File: src/rtl/fetch_pc_sequencer_pkg.sv
// Shared fetch-stage types and constants: FSM state encoding, decode payload
// struct, reset PC / NOP values and the compressed-instruction length decode.
package fetch_pc_sequencer_pkg;

  localparam int          XLEN      = 32;
  localparam logic [31:0] RESET_PC  = 32'h8000_0000;
  localparam logic [31:0] NOP_INSTR = 32'h0000_0013;

  typedef enum logic [1:0] {
    FLUSH = 2'd0,
    FILL0 = 2'd1,
    FILL1 = 2'd2,
    RUN   = 2'd3
  } type_fetch_state_e;

  typedef struct packed {
    logic [31:0]     instr;
    logic [XLEN-1:0] pc;
    logic            is_comp;
    logic            valid;
  } type_fetch2dec_s;

  // A halfword whose two low bits are not 2'b11 starts a 16-bit instruction.
  function automatic logic head_is_comp(input logic [15:0] head);
    return head[1:0] != 2'b11;
  endfunction

endpackage

File: src/rtl/fetch_pc_sequencer_if.sv
// Prefetch-side and decode-side signal bundle of the fetch PC sequencer.
// master = the sequencer, slave = its environment (prefetch, decode, EX/CSR).
interface fetch_pc_sequencer_if #(
  parameter int XLEN = 32
);
  logic            redirect_valid_i;
  logic [XLEN-1:0] redirect_pc_i;
  logic [15:0]     pref_head_i;
  logic            pref_ack_i;
  logic [31:0]     pref_instr_i;
  logic [XLEN-1:0] pref_pc_o;
  logic            pref_instr_req_o;
  logic            pref_misalign_o;
  logic            pref_is_comp_o;
  logic            pref_clear_o;
  logic            dec_valid_o;
  logic            dec_ready_i;
  logic [31:0]     dec_instr_o;
  logic [XLEN-1:0] dec_pc_o;
  logic            dec_is_comp_o;

  modport master (
    input  redirect_valid_i, redirect_pc_i, pref_head_i, pref_ack_i, pref_instr_i, dec_ready_i,
    output pref_pc_o, pref_instr_req_o, pref_misalign_o, pref_is_comp_o, pref_clear_o,
    output dec_valid_o, dec_instr_o, dec_pc_o, dec_is_comp_o
  );

  modport slave (
    output redirect_valid_i, redirect_pc_i, pref_head_i, pref_ack_i, pref_instr_i, dec_ready_i,
    input  pref_pc_o, pref_instr_req_o, pref_misalign_o, pref_is_comp_o, pref_clear_o,
    input  dec_valid_o, dec_instr_o, dec_pc_o, dec_is_comp_o
  );
endinterface

File: src/rtl/fetch_skid_buf.sv
// One-entry valid/ready register slice with a generic payload type and a
// synchronous flush that drops the held entry.
module fetch_skid_buf #(
  parameter type T         = logic [31:0],
  parameter T    RESET_VAL = '0
) (
  input  logic clk,
  input  logic reset,
  input  logic flush,
  input  logic in_valid,
  input  T     in_data,
  output logic in_ready,
  output logic out_valid,
  input  logic out_ready,
  output T     out_data
);

  logic full;
  T     data;

  // NOTE: registers take non-blocking assignments so every flop samples the
  // pre-edge values of its neighbours, independent of block ordering.
  // NOTE: the payload is reset too (not just the valid bit) because decode
  // sees its pc field as dec_pc_o straight out of reset.
  always_ff @(posedge clk or negedge reset) begin
    if (!reset) begin
      full <= 1'b0;
      data <= RESET_VAL;
    end else if (flush) begin
      full <= 1'b0;
    end else if (in_valid) begin
      full <= 1'b1;
      data <= in_data;
    end else if (out_ready) begin
      full <= 1'b0;
    end
  end

  // A new entry may land when empty, or when the current one leaves this cycle.
  assign in_ready  = !full || out_ready;
  assign out_valid = full;
  assign out_data  = data;

endmodule

File: src/rtl/fetch_pc_sequencer.sv
// IF-stage PC owner between the prefetch FIFO and decode. Compressed (16-bit)
// instruction support is compiled in only when FETCH_COMP_EN is defined.
module fetch_pc_sequencer #(
  parameter int              XLEN      = 32,
  parameter logic [XLEN-1:0] RESET_PC  = 32'h8000_0000,
  parameter logic [31:0]     NOP_INSTR = 32'h0000_0013
) (
  input logic                 clk,
  input logic                 reset,
  fetch_pc_sequencer_if.master bus
);
  import fetch_pc_sequencer_pkg::*;

  localparam type_fetch2dec_s SKID_RESET = '{
    instr: NOP_INSTR, pc: RESET_PC, is_comp: 1'b0, valid: 1'b0
  };

  type_fetch_state_e state;
  logic [XLEN-1:0]   pc_ff;
  logic [XLEN-1:0]   redirect_target;
  logic [XLEN-1:0]   fill_base;
  logic [XLEN-1:0]   pc_step;
  logic [XLEN-1:0]   fetch_pc;
  logic              comp_head;
  logic              req;
  logic              clear_raw;
  logic              head_comp_out;
  logic              accept;
  logic              skid_in_ready;
  logic              skid_valid;
  type_fetch2dec_s   skid_in;
  type_fetch2dec_s   skid_out;

`ifdef FETCH_COMP_EN
  assign comp_head           = head_is_comp(bus.pref_head_i);
  assign bus.pref_misalign_o = pc_ff[1];
  assign redirect_target     = {bus.redirect_pc_i[XLEN-1:1], 1'b0};
`else
  assign comp_head           = 1'b0;
  assign bus.pref_misalign_o = 1'b0;
  assign redirect_target     = {bus.redirect_pc_i[XLEN-1:2], 2'b00};
`endif

  // Fills push whole words, so a misaligned PC is fetched from its word base.
  assign fill_base = {pc_ff[XLEN-1:2], 2'b00};
  assign pc_step   = comp_head ? XLEN'(2) : XLEN'(4);

  // NOTE: every output of this block gets a default before the case so no
  // path leaves one unassigned, which would infer a latch.
  always_comb begin
    req           = 1'b0;
    clear_raw     = 1'b0;
    fetch_pc      = pc_ff;
    head_comp_out = 1'b0;
    case (state)
      FLUSH: clear_raw = 1'b1;
      FILL0: begin
        req      = 1'b1;
        fetch_pc = fill_base;
      end
      FILL1: begin
        req      = 1'b1;
        fetch_pc = fill_base + XLEN'(4);
      end
      RUN: begin
        req           = skid_in_ready;
        head_comp_out = comp_head;
      end
      default: ;
    endcase
  end

  // A redirect wins over any ack arriving in the same cycle.
  assign accept = (state == RUN) && req && bus.pref_ack_i && !bus.redirect_valid_i;

  always_ff @(posedge clk or negedge reset) begin
    if (!reset) begin
      state <= FLUSH;
      pc_ff <= RESET_PC;
    end else if (bus.redirect_valid_i) begin
      state <= FLUSH;
      pc_ff <= redirect_target;
    end else begin
      case (state)
        FLUSH: state <= FILL0;
        FILL0: if (bus.pref_ack_i) state <= FILL1;
        FILL1: if (bus.pref_ack_i) state <= RUN;
        RUN:   if (accept) pc_ff <= pc_ff + pc_step;
        default: state <= FLUSH;
      endcase
    end
  end

  assign skid_in = '{instr: bus.pref_instr_i, pc: pc_ff, is_comp: comp_head, valid: 1'b1};

  fetch_skid_buf #(
    .T         (type_fetch2dec_s),
    .RESET_VAL (SKID_RESET)
  ) u_skid (
    .clk       (clk),
    .reset     (reset),
    .flush     (bus.redirect_valid_i),
    .in_valid  (accept),
    .in_data   (skid_in),
    .in_ready  (skid_in_ready),
    .out_valid (skid_valid),
    .out_ready (bus.dec_ready_i),
    .out_data  (skid_out)
  );

  assign bus.pref_pc_o        = fetch_pc;
  assign bus.pref_instr_req_o = req;
  assign bus.pref_is_comp_o   = head_comp_out;
  // Reset holds the FSM in FLUSH; keep the clear pulse off until reset lifts.
  assign bus.pref_clear_o     = clear_raw && reset;

  assign bus.dec_valid_o   = skid_valid && skid_out.valid;
  assign bus.dec_instr_o   = bus.dec_valid_o ? skid_out.instr : NOP_INSTR;
  assign bus.dec_pc_o      = skid_out.pc;
  assign bus.dec_is_comp_o = bus.dec_valid_o && skid_out.is_comp;

endmodule

File: src/flat_wrapper.sv
// flat-port wrapper written by rule: the top's interface ports become plain ports
module fetch_pc_sequencer_flat import fetch_pc_sequencer_pkg::*;
#(
  parameter int              XLEN      = 32,
  parameter logic [XLEN-1:0] RESET_PC  = 32'h8000_0000,
  parameter logic [31:0]     NOP_INSTR = 32'h0000_0013
)
  (clk, reset, bus_redirect_valid_i, bus_redirect_pc_i, bus_pref_head_i, bus_pref_ack_i, bus_pref_instr_i, bus_dec_ready_i, bus_pref_pc_o, bus_pref_instr_req_o, bus_pref_misalign_o, bus_pref_is_comp_o, bus_pref_clear_o, bus_dec_valid_o, bus_dec_instr_o, bus_dec_pc_o, bus_dec_is_comp_o);
  fetch_pc_sequencer_if #(.XLEN(XLEN)) bus_i ();
  input logic clk;
  input logic reset;
  input wire logic [$bits(bus_i.redirect_valid_i)-1:0] bus_redirect_valid_i;
  input wire logic [$bits(bus_i.redirect_pc_i)-1:0] bus_redirect_pc_i;
  input wire logic [$bits(bus_i.pref_head_i)-1:0] bus_pref_head_i;
  input wire logic [$bits(bus_i.pref_ack_i)-1:0] bus_pref_ack_i;
  input wire logic [$bits(bus_i.pref_instr_i)-1:0] bus_pref_instr_i;
  input wire logic [$bits(bus_i.dec_ready_i)-1:0] bus_dec_ready_i;
  output wire logic [$bits(bus_i.pref_pc_o)-1:0] bus_pref_pc_o;
  output wire logic [$bits(bus_i.pref_instr_req_o)-1:0] bus_pref_instr_req_o;
  output wire logic [$bits(bus_i.pref_misalign_o)-1:0] bus_pref_misalign_o;
  output wire logic [$bits(bus_i.pref_is_comp_o)-1:0] bus_pref_is_comp_o;
  output wire logic [$bits(bus_i.pref_clear_o)-1:0] bus_pref_clear_o;
  output wire logic [$bits(bus_i.dec_valid_o)-1:0] bus_dec_valid_o;
  output wire logic [$bits(bus_i.dec_instr_o)-1:0] bus_dec_instr_o;
  output wire logic [$bits(bus_i.dec_pc_o)-1:0] bus_dec_pc_o;
  output wire logic [$bits(bus_i.dec_is_comp_o)-1:0] bus_dec_is_comp_o;
  assign bus_i.redirect_valid_i = bus_redirect_valid_i;
  assign bus_i.redirect_pc_i = bus_redirect_pc_i;
  assign bus_i.pref_head_i = bus_pref_head_i;
  assign bus_i.pref_ack_i = bus_pref_ack_i;
  assign bus_i.pref_instr_i = bus_pref_instr_i;
  assign bus_i.dec_ready_i = bus_dec_ready_i;
  assign bus_pref_pc_o = bus_i.pref_pc_o;
  assign bus_pref_instr_req_o = bus_i.pref_instr_req_o;
  assign bus_pref_misalign_o = bus_i.pref_misalign_o;
  assign bus_pref_is_comp_o = bus_i.pref_is_comp_o;
  assign bus_pref_clear_o = bus_i.pref_clear_o;
  assign bus_dec_valid_o = bus_i.dec_valid_o;
  assign bus_dec_instr_o = bus_i.dec_instr_o;
  assign bus_dec_pc_o = bus_i.dec_pc_o;
  assign bus_dec_is_comp_o = bus_i.dec_is_comp_o;
  fetch_pc_sequencer #(.XLEN(XLEN), .RESET_PC(RESET_PC), .NOP_INSTR(NOP_INSTR)) u_core (.clk(clk), .reset(reset), .bus(bus_i));
endmodule
File: config.mk
export PLATFORM = sky130hd
export DESIGN_NAME = fetch_pc_sequencer_flat
export DESIGN_NICKNAME = d
export VERILOG_FILES = /design/src/rtl/fetch_pc_sequencer_pkg.sv /design/src/rtl/fetch_pc_sequencer_if.sv /design/src/rtl/fetch_skid_buf.sv /design/src/rtl/fetch_pc_sequencer.sv /design/src/flat_wrapper.sv
export SDC_FILE = /design/constraint.sdc
export NUM_CORES = 1
export LEC_CHECK = 0
export BUFFER_PORTS_ARGS = -buffer_cell sky130_fd_sc_hd__buf_4
export CORE_MARGIN = 4
export CORE_UTILIZATION = 35
export CTS_CLUSTER_SIZE = 10
export DETAILED_ROUTE_END_ITERATION = 6
export GPL_ROUTABILITY_DRIVEN = 0
export GPL_TIMING_DRIVEN = 0
export MAX_ROUTING_LAYER = met4
export SLEW_MARGIN = 10
export SYNTH_ARGS = -nofsm -noshare
export SYNTH_HDL_FRONTEND = slang
export SYNTH_SLANG_ARGS = --single-unit
File: constraint.sdc
create_clock -name clk -period 2.13 [get_ports clk]
set_input_delay 0.426 -clock clk [delete_from_list [all_inputs] [get_ports clk]]
set_output_delay 0.426 -clock clk [all_outputs]
set_load 0.05 [all_outputs]
After elaboration in Yosys (flattened, before gate mapping)

Cells that the tools add are included.

Output and inout bits: 102
Register bits after elaboration: 100
Bits in writable memories: 0
Input bits: 85
Latch bits: 0
Memory bits (read-only): 0
Memories: 0

Bitwise logic cells: 1
Magnitude comparators: 0
Shift-type cells: 0
Reductions and logical operators: 17
Eq/ne operators: 5
Add/sub/neg operators: 2
Div/mod/pow operators: 0
Multiply operators: 0
Muxes and demuxes: 14

Operators with widths:

| operator              | count |
|---|---|
| $mux 32               | 4 |
| $add 32x3->32 const B | 2 |
| $pmux 32 s2           | 1 |
| $mux 2                | 3 |
| $ne 3x3->1 const B    | 2 |
| $pmux 2 s3            | 1 |
| $logic_and 1x1->1     | 5 |
| $eq 2x2->1 const B    | 2 |
| $mux 1                | 4 |
| $reduce_and 2->1      | 2 |
| $reduce_bool 2->1     | 2 |
| $reduce_bool 4->1     | 1 |
| $reduce_and 3->1      | 1 |
| $reduce_bool 3->1     | 1 |
| $eq 2x1->1 const B    | 1 |
| $logic_not 1->1       | 2 |
| $logic_not 2->1       | 1 |
| $pmux 1 s2            | 1 |
| $reduce_or 2->1       | 1 |
| $logic_or 1x1->1      | 1 |
| $not 1->1             | 1 |

Logic depth before layout (Yosys ltp)

Gate-level depths: netlist of run 1.

Depth in word-level cells: 9
Mapped depth: 9
Mapped depth without buffers: 7

Hierarchy

Synthesis of run 1 repeated with hierarchy kept, for this count alone.

Cell total of the unflattened synthesis: 571
Area, all modules: 5,866.9 um^2

By module, submodules not included:

| module             | area an instance (um^2) | sequential area each (um^2) | times used | cells each |
|---|---|---|---|---|
| fetch_pc_sequencer | 3,148.0                 | 802.0                       | 1          | 427 |
| fetch_skid_buf     | 2,718.9                 | 1,681.6                     | 1          | 144 |

Least setup slack after synthesis of run 1

No wires, ideal clock.

Path kind: register to output
Start: register u_core.state[0]
End: output bus_pref_pc_o[25]
Path buffers: 1
Arrival: 3.458 ns
Cell stages (with the launch flop): 7
Setup slack: -1.754 ns
Path through: dfrtp_1 -> inv_1 -> ha_1 -> clkbuf_1 -> nand2_1 -> or3_1 -> o311ai_0

Cells in the longest elaborated chain, start to end: 2

RTL lines:

| element                                  | line                     | text |
|---|---|---|
| start: declaration                       | fetch_pc_sequencer.sv:18 | `type_fetch_state_e state;` |
| start signal: assignment                 | fetch_pc_sequencer.sv:78 | `state <= FLUSH;` |
| start signal: assignment                 | fetch_pc_sequencer.sv:81 | `state <= FLUSH;` |
| start signal: assignment                 | fetch_pc_sequencer.sv:85 | `FLUSH: state <= FILL0;` |
| $eq 2x2->1 or $eq 2x1->1 (tied branches) | fetch_pc_sequencer.sv:55 | `case (state)` |
| $pmux 32 s2 (*)                          | fetch_pc_sequencer.sv:55 |  |
| end: declaration                         | flat_wrapper.sv:18       | `output wire logic [$bits(bus_i.pref_pc_o)-1:0] bus_pref_pc_o;` |

Every way passes the cells marked *; elsewhere a longest branch is shown, timed or not.

Worst setup path in the final report of run 1

Start: register u_core.pc_ff[2]
End: output bus_pref_pc_o[20]

Cells in the longest elaborated chain, start to end: 2

RTL lines:

| element                  | line                     | text |
|---|---|---|
| start: declaration       | fetch_pc_sequencer.sv:19 | `logic [XLEN-1:0] pc_ff;` |
| start signal: assignment | fetch_pc_sequencer.sv:82 | `pc_ff <= redirect_target;` |
| start signal: assignment | fetch_pc_sequencer.sv:88 | `RUN: if (accept) pc_ff <= pc_ff + pc_step;` |
| $add 32x3->32            | fetch_pc_sequencer.sv:63 | `fetch_pc = fill_base + XLEN'(4);` |
| $pmux 32 s2              | fetch_pc_sequencer.sv:55 |  |

No other way between the ends.

==> results of run 1 <==
[cell type report]
| class | instances | area share, % |
|---|---|---|
| Multi-Input combinational cell | 390 | 38.3 |
| Clock buffer | 12 | 2.69 |
| Clock inverter | 4 | 0.586 |
| Tap cell | 211 | 2.88 |
| Buffer | 82 | 7.83 |
| Timing Repair Buffer | 225 | 21.2 |
| Sequential cell | 96 | 26.4 |
| Inverter | 5 | 0.204 |
[cells by family (layout without fill, tap and decap cells)]
kind of cell | count (synthesis) | after routing | share of synthesized area, %
adders and majority gates | 6 | 6 | 1.36
other | 1 | 7 | 0.0680
buffers and inverters | 88 | 328 | 9.21
xor gates and xnor gates | 29 | 29 | 4.60
and+or+nand+nor | 183 | 183 | 17.4
AOI/OAI and AO/OA | 100 | 100 | 10.5
muxes | 65 | 65 | 13.2
DFF | 96 | 96 | 43.7
[timing repair]
item	4_1_cts	5_1_grt
pin swaps	28	30
setup endpoints to repair	125	124
cloned	3	2
buffers inserted	37	24
resized for setup	141	71
[worst reg2reg max path: cells and delay by family, from the launching register on]
family,cells,cell delay (ns)
multiplexers,1,0.26
buffers and inverters,6,0.85
AND/OR/NAND/NOR,3,0.31
XOR/XNOR,1,0.18
flip-flops,1,0.43
[report_power, final]
part	switching, mW	total (mW)	internal [mW]
Combinational	3.24	5.71	2.47
Clock	0.719	1.67	0.949
Sequential	0.306	2.66	2.36
Total	4.26	10.0	5.78
[through the flow]
step | utilization [%] | cells
5_1_grt | 59.9 | 1025
3_5_place_dp | 49.1 | 945
6_report | 59.9 | 1025
4_1_cts | 56.8 | 1001
2_1_floorplan | - | 574
3_3_place_gp | 49.1 | 945
[registers in the layout, indices dropped and copies added, names as in the netlist]
name and flops:
u_core.pc_ff 30, u_core.state 2, u_core.u_skid.out_data 63, u_core.u_skid.out_valid 1
[final timing paths]
path / from / end / slack [ns] / cells past startpoint
worst min register to register: u_core.u_skid.out_data[51] / u_core.u_skid.out_data[51] / 0.50 / 1
worst min-delay path: reset / u_core.u_skid.out_data[17] / 0.11 / 1
worst max register to register: u_core.pc_ff[2] / u_core.pc_ff[19] / -0.02 / 11
worst max-delay path: u_core.pc_ff[2] / bus_pref_pc_o[20] / -0.68 / 8
min in group clk: bus_redirect_pc_i[7] / u_core.pc_ff[7] / 0.28 / 3
max in group asynchronous: reset / u_core.pc_ff[20] / 1.34 / 1
[cells in the final DEF, fill, tap and decap left out, types with 13 or more instances in the layout]
| cell | Yosys | layout |
|---|---|---|
| and3_1 | 34 | 33 |
| mux2_2 | 63 | 62 |
| dfrtp_1 | 91 | 82 |
| o21ai_1 | 2 | 13 |
| nand4_1 | 13 | 13 |
| nand2_1 | 64 | 49 |
| o21ai_0 | 58 | 29 |
| buf_4 | 39 | 220 |
| clkbuf_1 | 24 | 14 |
| xnor2_1 | 19 | 19 |
| buf_6 | 1 | 50 |
| clkbuf_16 | 0 | 17 |
[metal layers]
| metal | track usage (%) | vias to the layer above | share of wire (%) |
|---|---|---|---|
| li1 | - | 2463 | - |
| met4 | 6.57 | 0 | 1.9 |
| met3 | 2.79 | 24 | 4.2 |
| met1 | 26.1 | 2539 | 44 |
| met2 | 33.3 | 142 | 50 |
| met5 | - | - | 0 |
==> results.ini, run 1 <==
[worst_setup_path]
cp_max_fo = 5
slowest_delay_ns = 0.57
critPathTopFamily = simple AND/OR/NAND/NOR gates
path_cells = ha_4, nand3_4, or4_4, buf_8, nor2_4, a31oi_4, a31oi_4, buf_6
arrival_ns = 2.38
start_kind = flop
slowest_stage = or4_4
crit_type = reg -> out
worstPathRequired_ns = 1.70
crit_top_cell = a31oi_4
endpoint_kind = primary output
crit_buf_inv = 2

[synth]
ys_seq_area_share_pct = 43.7
synth-seq-cells = 96
syn_avg_cell_area_um2 = 9.71
synth_edf_count = 0
syn_inst = 568
yosysMostFrequentCell = dfrtp_1
synth_largest_area_cell = dfrtp_1
synth_top_cell_area_share_pct = 41.3
synth_area_mm2 = 0.00552
synth_flop_cell = dfrtp_1
synthArstFlopShare_pct = 100
yosys_warnings = 0
synth.distinct_cells = 43
synth_area_leaders = dfrtp_1 41%, mux2_2 13%, buf_4 5.3%
synthTopCellsByCount = 91 x dfrtp_1, 64 x nand2_1, 63 x mux2_2, 58 x o21ai_0, 39 x buf_4

[clock_tree]
clk_pin_slew_worst_paths_ns = 0.07
cts.sinks = 96
cts_tree = done
clockBufferDepth = 2
numCtsBuffers = 9
htreeDepth = 3
cts-root-buf = clkbuf_16
clock_latency_ns = 0.35
hold_buffers = 0

[timing]
setup_tns_ns = -13.80
final-hold-violation-count = 0
clock_skew_ns = 0.0116
layout_setup_ws_ns = -0.677
slew_headroom_pct = 45.3
fin_crit_ns = 2.81
final_max_slew_viol_count = 0
rsz0062_at_grt = true
min_period_over_period_pct = 132
setup_viol = 32
max_freq_mhz = 356
worst_slew_pin_slew_ns = 0.820
hold_slack_ns = 0.106

[grt]
grt-ovfl-total = 0
grt_pass1_vias = 5227
grt_pass1_wl_um = 28000
antenna_found_initial = 0
grt_max_degree = 98
grtUsageTotal_pct = 20.3

[run_status]
violations = setup timing
status = complete, but fails checks

[drt]
dr.pass1.iters = 4
drc_errors = 0
vias = 5168
ant_nets = 0
drt_iter0_markers = 275
wl_per_cell_um = 17.8
avgViaCountPerCell = 5.04
drt-total-wl_um = 18300

[power]
ir_worst_vdd_uv = 960
finalPower_mw = 10.0
power.leakage_nw = 4.36
power_density_mw_per_mm2 = 1090

[worst_hold_path]
hp-class = in -> async

[die]
start_util_pct = 36.0
rows = 45
die_width_um = 134
chipHeight_um = 134
dieArea_mm2 = 0.0178
core-area_mm2 = 0.0153
io_pins = 187

[final_layout]
seq_area_mm2 = 0.00242
fill_cells = 1317
syn_to_final_growth_pct = 66.3
multiInputGateArea_mm2 = 0.00351
num_antenna_cells = 0
drive_above_1_share_pct = 60.3
fin_area_mm2 = 0.00918
nNetsFinal = 900

[placement]
portBuffers = 160
dpl_cell_area_mm2 = 0.00752
dp_hpwl_um = 12400
dpl_worst_slack_ns = -0.677

[run]
maxCapViolations = 0

Note: power is estimated with default switching activity, not from simulation.
==> run 2: changes to the inputs <==
--- a/config.mk
+++ b/config.mk
@@ -13,7 +13,9 @@
 export GPL_ROUTABILITY_DRIVEN = 0
 export GPL_TIMING_DRIVEN = 0
 export MAX_ROUTING_LAYER = met4
+export SKIP_LAST_GASP = 1
 export SLEW_MARGIN = 10
 export SYNTH_ARGS = -nofsm -noshare
 export SYNTH_HDL_FRONTEND = slang
+export SYNTH_HIERARCHICAL = 1
 export SYNTH_SLANG_ARGS = --single-unit
==> run 2 against run 1 <==
The flow still finishes with violations (setup timing). Largest power group unchanged. Synthesized cell count increased by 0.53%. Wire length increased by 35%. Critical path type unchanged. Hold slack got worse by 0.051 ns. Global-route usage increased by 4.4 points. Maximum frequency decreased by 3.2%.
==> results.ini, run 2 <==
[run_status]
status = complete, but fails checks
violations = setup timing

[drt]
drc_errors = 0
drt-total-wl_um = 24700
wl_per_cell_um = 22.7
vias = 6403
dr.pass1.iters = 7
drt_iter0_markers = 561
ant_nets = 0
avgViaCountPerCell = 5.89

[power]
power_density_mw_per_mm2 = 1090
power.leakage_nw = 4.67
ir_worst_vdd_uv = 944
finalPower_mw = 11.4

[die]
rows = 47
start_util_pct = 35.5
chipHeight_um = 137
die_width_um = 137
dieArea_mm2 = 0.0189
io_pins = 187
core-area_mm2 = 0.0165

[run]
maxCapViolations = 0

[synth]
ys_seq_area_share_pct = 42.3
synth_area_mm2 = 0.00587
synthXorXnorAreaFrac_pct = 1.04
synth_largest_area_cell = dfrtp_1
yosys_warnings = 6
syn_avg_cell_area_um2 = 10.3
yosys.area_share.simple_pct = 18.5
syn_inst = 571
synth_flop_cell = dfrtp_1
yosysMostFrequentCell = dfrtp_1
synth_edf_count = 0
synth_top_family_by_area = simple AND/OR/NAND/NOR gates
synthTopCellsByCount = 94 x dfrtp_1, 40 x mux2_4, 38 x o21ai_0, 36 x and3_1
synthArstFlopShare_pct = 100
synth-compound-area-share_pct = 14.4
synth.distinct_cells = 57
synth_area_leaders = dfrtp_1 40%, mux2_4 10%, mux2_2 5.0%
yosys-mux-area-fraction_pct = 15.6
synth_top_cell_area_share_pct = 40.1
synth-seq-cells = 99
synthAdderAreaFrac_pct = 1.28

[clock_tree]
clockBufferDepth = 2
cts_tree = done
cts.sinks = 99
clock_latency_ns = 0.35
numCtsBuffers = 9
cts-root-buf = clkbuf_16
htreeDepth = 3
clk_pin_slew_worst_paths_ns = 0.06

[timing]
layout_setup_ws_ns = -0.771
min_period_over_period_pct = 136
final_max_slew_viol_count = 0
final-hold-violation-count = 0
setup_viol = 116
worst_slew_pin_slew_ns = 0.623
max_freq_mhz = 345
slew_headroom_pct = 58.5
clock_skew_ns = 0.0115
rsz0062_at_grt = true
fin_crit_ns = 2.90

[worst_setup_path]
reg2regPathDepth = 15
r2r-start = u_core/state[0]
arrival_ns = 2.48
worstReg2RegEnd = u_core/u_skid/out_data[27]
endpoint_kind = primary output
worstPathRequired_ns = 1.70
cp_max_fo = 7
crit_type = reg -> out
rrSetupSlack_ns = -0.52
start_kind = flop

[grt]
grt_pass1_vias = 6320
grt_max_degree = 58
antenna_found_initial = 0
grt-ovfl-total = 0
grtUsageTotal_pct = 24.6
grt_pass1_wl_um = 35100

[final_layout]
final_cell_mix = 215 x buf_4, 81 x dfrtp_1, 65 x mux2_4
fill_cells = 1257
multiInputGateArea_mm2 = 0.00409
syn_to_final_growth_pct = 77.1
drive_above_1_share_pct = 62.2
layout_commonest_cell = buf_4
fin_cells = 1087
num_antenna_cells = 0
fin_area_mm2 = 0.0104
postLayoutCoreUtil_pct = 62.9
nNetsFinal = 953
largest_reg_flops = 66
seq_area_mm2 = 0.00250

[placement]
dpl_cell_area_mm2 = 0.00792
dpl_worst_slack_ns = -0.627
dp_hpwl_um = 14200
portBuffers = 164
dpl.cell_count = 962

[worst_hold_path]
hp-class = in -> async

==> run 2: cell count changes after synthesis, moves of 15 or more <==
cell and change:
or4_1 +21, xnor2_1 -16, a31oi_1 +21, buf_4 -29, nand2_1 -30, o21ai_0 -20, o31ai_1 +15, mux2_2 -37
mux2_4 +40
==> run 2: worst max path at each step <==
stage,endpoint,slack [ns],startpoint,cells past startpoint
after detailed placement,bus_pref_pc_o[22],-0.63,u_core/pc_ff[2],9
after floorplan,bus_pref_pc_o[31],-0.65,u_core/pc_ff[4],6
final,bus_pref_pc_o[27],-0.77,u_core/pc_ff[17],5
after CTS,bus_pref_pc_o[31],-0.68,u_core/pc_ff[14],6
after global placement,bus_pref_pc_o[22],-0.58,u_core/pc_ff[2],9
after global routing,bus_pref_pc_o[27],-0.83,u_core/pc_ff[16],5
==> run 2: routing by layer <==
metal	routed length, µm	track usage, %	vias to the layer above
met2	11700	39.8	446
met3	2190	4.64	125
met1	9600	31.0	3111
met5	0	-	-
li1	-	-	2721
met4	1170	8.81	0
==> run 2: layout make-up <==
type	instances	area share, %
plain buffers	50	5.97
clock buffers	12	2.28
clock inverters	4	0.265
inverters	10	0.361
multi-input cells	409	39.4
flip-flops and latches	99	24.1
well taps	220	2.65
repair buffers	283	25.0
==> run 2: per-stage QoR <==
| step | TNS, ns | hold WS (ns) |
|---|---|---|
| 3_5_place_dp | -33.41 | 0.488 |
| 4_1_cts | -37.34 | 0.0611 |
| 5_1_grt | -53.17 | 0.0780 |
| 3_3_place_gp | -31.02 | 0.485 |
| 2_1_floorplan | -12.50 | 0.130 |
| 6_report | -45.34 | 0.0556 |
==> run 2: logic make-up (layout without fill, tap and decap cells) <==
kind of cell	Yosys count	in the layout
compound gates	130	130
xor+xnor	7	7
fa+ha+maj	6	6
buf+inv	69	359
flops	99	99
mux	68	68
other cells	2	8
simple gates	190	190
==> run 2: critical path, stage by stage, from the launching register on <==
cell	delay (ns)
dfrtp_2	0.50
nand4_4	0.18
or4_4	0.60
or3_4	0.38
o31ai_4	0.27
buf_6	0.20
==> run 2: report_power, final <==
group	internal [mW]	total (mW)	switching, mW
sequential	2.48	2.89	0.416
combinational	3.02	6.94	3.92
clock	0.795	1.53	0.732
==> run 2: repair_timing <==
item,in CTS,in global routing
hold buffers,0,0
pin swaps,43,52
endpoints found under the hold margin,0,0
setup endpoints to repair,113,123
buffers inserted,92,28
gates resized for setup,197,104
cloned,12,1
